## config.mk

```make
export PLATFORM = sky130hd
export DESIGN_NAME = optimized_shadow_pwm
export DESIGN_NICKNAME = d
export VERILOG_FILES = /design/src/rtl/pwm_pkg.sv /design/src/rtl/pwm_frame_counter.sv /design/src/rtl/optimized_shadow_pwm.sv
export SDC_FILE = /design/constraint.sdc
export NUM_CORES = 1
export LEC_CHECK = 0
export CAP_MARGIN = 20
export CORE_AREA = 3 3 49 51
export DETAILED_ROUTE_END_ITERATION = 7
export DIE_AREA = 0 0 52 54
export PLACE_DENSITY = 0.81
export SLEW_MARGIN = 20
export SYNTH_ARGS = -nofsm -noshare
export SYNTH_HDL_FRONTEND = slang
export SYNTH_SLANG_ARGS = --single-unit
```

## constraint.sdc

```tcl
create_clock -name clk -period 6.2 [get_ports clk]
set_clock_uncertainty 0.2 [all_clocks]
set_input_delay 1.55 -clock clk [delete_from_list [all_inputs] [get_ports clk]]
set_output_delay 1.55 -clock clk [all_outputs]
set_load 0.01 [all_outputs]
```

## src/rtl/pwm_pkg.sv

```systemverilog
// Shared width, duty type and counter limit for the shadow-buffered PWM.
// Imported by the frame counter and the optimized_shadow_pwm top.
package pwm_pkg;
    localparam int PWM_W = 8;
    typedef logic [PWM_W-1:0] duty_t;
    localparam duty_t CNT_MAX = '1;
endpackage

```

## src/rtl/pwm_frame_counter.sv

```systemverilog
// Free-running frame counter: wraps every 2**W clocks, held at zero while disabled.
// Exposes the next count and the frame-boundary flag used for the active reload.
module pwm_frame_counter
    import pwm_pkg::*;
#(
    parameter int W = PWM_W
) (
    input  logic         clk,
    input  logic         rst,
    input  logic         i_en,
    output logic [W-1:0] o_cnt_next,
    output logic         o_frame_end
);
    localparam logic [W-1:0] ONE  = 1;
    localparam logic [W-1:0] LAST = '1;

    logic [W-1:0] cnt_q;
    logic [W-1:0] w_cnt_next;

    always_comb begin
        w_cnt_next = '0;
        if (i_en) w_cnt_next = cnt_q + ONE;
    end

    // Disabled counts as a boundary so the active duty keeps tracking the shadow.
    assign o_frame_end = !i_en || (cnt_q == LAST);
    assign o_cnt_next  = w_cnt_next;

    always_ff @(posedge clk) begin
        if (rst) cnt_q <= '0;
        else     cnt_q <= w_cnt_next;
    end
endmodule

```

## src/rtl/optimized_shadow_pwm.sv

```systemverilog
// Double-buffered duty PWM: shadow written by the CPU, active reloaded per frame.
// Optional frame_start pulse when PWM_FRAME_STROBE_EN is defined.
module optimized_shadow_pwm
    import pwm_pkg::*;
#(
    parameter int W = PWM_W
) (
    input  logic         clk,
    input  logic         rst,
    input  logic         en,
    input  logic [W-1:0] cpu_data_in,
    input  logic         cpu_update,
    output logic         pwm_out
`ifdef PWM_FRAME_STROBE_EN
    ,
    output logic         frame_start
`endif
);
    logic [W-1:0] n_shadow_q;
    logic [W-1:0] n_active_q;
    logic [W-1:0] w_active_next;
    logic [W-1:0] w_cnt_next;
    logic         w_frame_end;

    pwm_frame_counter #(.W(W)) u_cnt (
        .clk         (clk),
        .rst         (rst),
        .i_en        (en),
        .o_cnt_next  (w_cnt_next),
        .o_frame_end (w_frame_end)
    );

    // Reload uses the registered shadow; a same-cycle write waits a frame.
    assign w_active_next = w_frame_end ? n_shadow_q : n_active_q;

    always_ff @(posedge clk) begin
        if (rst) begin
            n_shadow_q <= '0;
            n_active_q <= '0;
            pwm_out    <= 1'b0;
        end else begin
            if (cpu_update) n_shadow_q <= cpu_data_in;
            n_active_q <= w_active_next;
            pwm_out    <= en && (w_cnt_next < w_active_next);
        end
    end

`ifdef PWM_FRAME_STROBE_EN
    always_ff @(posedge clk) begin
        if (rst) frame_start <= 1'b0;
        else     frame_start <= en && (w_cnt_next == '0);
    end
`endif
endmodule

```

==> results.md <==
* Fin. Hold Viols at 0
* Crit path max fanout at 14
* Reg2Reg Capture Point: pwm_out$_SDFF_PP0_
* H-tree Lvls at 1
* Largest net degree at the start of global routing at 25
* Worst-case clock buffer depth at 2
* PwrDens at 207 nW/um^2
* Routability cong. at 0.814
* HP Class: reg2reg
* P&R area growth vs syn at 14.0%
* Initial DRC count at 8
* Dominant cell type by area after synthesis: dfxtp_1
* CTS tree: built
* Num CTS Buffers at 3
* Die span in y at 54 um
* Initial antenna violation count at 0
* Remaining global-route overflow at 0
* Req. time, crit path at 6.23 ns
* Main synth FF type: dfxtp_1
* Critical R2R Launch: u_cnt.cnt_q[0]$_SDFF_PP0_
* Yosys warns at 0
* Setup Crit Path Kind: in2reg
* Residual DRC at 0
* Skew-Pair Late Insertion Delay at 0.32 ns
* Wirelength per Cell at 12.8 um
* Maxcap violations at 0
* HP Start: n_shadow_q[3]$_SDFFE_PP0P_
* Reg2Reg Depth at 9
* Vias at 822
* Most common cell in the netlist: dfxtp_1
* Layout cell share with drive strength beyond 1 at 5.51%
* Final wirelength at 1980 um
* Fillers at 170
* Hold Path Depth at 2
* Top cells by count, synth: 25 x dfxtp_1, 18 x nor2_1, 16 x mux2i_1
* Reg2Reg Setup Slack at 3.32 ns
* Nets at 148
* Die W at 52 um
* Reg clk slew, reported paths at 0.13 ns
* CTS Root Cell: clkbuf_4
* Global-route wire length before repair at 3400 um
* Ant diodes at 0
* Share of the synthesized area in the top cell type at 42.7%
* Vias per cell at 5.34
* Slew @ Worst Pin at 0.812 ns
* Number of gates resized after cts at 0
* Clk sinks at 25
* Origin of the worst setup path: en
* CP endpoint: pwm_out$_SDFF_PP0_
* Synth Instances at 115
* Cell row count at 16
* 1st-pass router iterations at 5
* Initial Utilization at 59.2%
* Postcts setup bufs at 0
* Final Max Tran Viols at 0
* Post-synth EDFFs at 0
* Slew HR at 45.7%
* Post-CTS Hold Buffers at 0
* Routed Antenna Nets at 0
* CP endpoint kind: flip-flop
* Ratio of final minimum period to clock period at 60.3%
* LEAKAGE at 0.584 nW
* HPWL Detailed at 1490 um
* RSZ-0062 raised after global routing: false
* Synth Register Bits at 25
* Fmax at 268 MHz
* Mapped Area at 1170 um^2
* Full die area at 2810 um^2
* Status: completed
* Syn Nets at 135
* Register area share after synthesis at 42.7%
* GRT Resource Usage Total at 16.4%
* Peak VDD IR at 0.134 mV
* Core Footprint at 1980 um^2
* Power, Total at 0.000277 W
* Syn avg cell area at 10.2 um^2
* Vias in the first global route at 812
* Top cells by area, synth: dfxtp_1 43%, mux2i_1 14%, ha_1 8.5%
* Arrival @ worst endpoint at 3.77 ns
* Synth unique cells at 30
* Tmin final at 3.74 ns
* Synth async-reset ratio at 0%
* Setup Total Neg Slack at 0 ns
* Final Setup Violations at 0
* Startpoint types: input port
* Num ports at 13
* Port bufs at 12
[critical path: stages]
cell and delay (ns):
clkdlybuf4s50_1 0.61, o21ai_4 0.26, mux2i_1 0.31, ha_1 0.27, o21a_1 0.16, o21ai_0 0.24
nor4_1 0.12, nor4_1 0.26
[state kept, by name, indices dropped and copies added, names as in the netlist]
register	flops
n_shadow_q	8
u_cnt.cnt_q	8
pwm_out	1
n_active_q	8
[logic make-up (layout without fill, tap and decap cells)]
family                   after synthesis  count (layout)  share of synthesized area, %
multiplexers                          16              16                          13.7
flip-flops                            25              25                          42.7
XOR/XNOR                               6               6                          4.48
adder cells (fa/ha/maj)                8               8                          8.54
AND/OR/NAND/NOR                       46              46                          22.4
buffers and inverters                  5              17                          2.03
AO/OA/AOI/OAI                          9               9                          6.19
[cells in the final DEF, fill, tap and decap left out, types with 2 or more instances in the layout]
cell type,Yosys,routed
and2_1,7,7
and3b_1,3,3
and4_1,2,2
clkbuf_4,1,3
clkdlybuf4s50_1,0,12
dfxtp_1,25,25
ha_1,8,8
mux2i_1,16,16
nand2_1,3,3
nand3_1,2,2
nor2_1,18,18
nor2b_1,4,4
nor4_1,2,2
o21ai_0,2,2
xnor2_1,4,4
xor2_1,2,2
[where the power goes]
group / internal (W) / switching [W]
registers: 0.000167 / 0.00000323
logic: 0.0000176 / 0.0000148
clock network: 0.0000247 / 0.0000498
[cell type report]
class                   instances  area, um^2  area share, %
repair buffers                 12         120           8.99
well taps                      27        33.8           2.53
multi-input cells              85         648           48.5
clock inverters                 1        7.51          0.562
flip-flops and latches         25         500           37.5
clock buffers                   3        22.5           1.69
inverters                       1        3.75          0.281
[through the flow]
| step | setup slack (ns) | std cells | utilization [%] | instance area [um^2] | hold WS, ns |
|---|---|---|---|---|---|
| floorplan | 3.13 | 115 | - | 1170 | 0.249 |
| global placement | 2.32 | 150 | 65.9 | 1310 | 0.277 |
| detailed placement | 2.13 | 150 | 65.9 | 1310 | 0.285 |
| CTS | 2.48 | 154 | 67.4 | 1340 | 0.319 |
| global route | 2.29 | 154 | 67.4 | 1340 | 0.356 |
| finish | 2.46 | 154 | 67.4 | 1340 | 0.314 |
[worst min-delay path by stage]
stage / endpoint / slack (ns)
global placement: u_cnt.cnt_q[0]$_SDFF_PP0_ / 0.28
CTS: n_active_q[7]$_SDFF_PP0_ / 0.32
floorplan: u_cnt.cnt_q[0]$_SDFF_PP0_ / 0.25
finish: n_shadow_q[3]$_SDFFE_PP0P_ / 0.31
global route: n_shadow_q[1]$_SDFFE_PP0P_ / 0.36
detailed placement: n_active_q[7]$_SDFF_PP0_ / 0.28
[layer usage]
layer,track usage [%],vias up,share of wire (%)
met5,0,-,0
met2,28.7,16,49
met1,19.3,377,45
met4,7.86,0,1.8
met3,2.77,6,3.4
li1,-,423,-
Note: power is estimated with default switching activity, not from simulation.
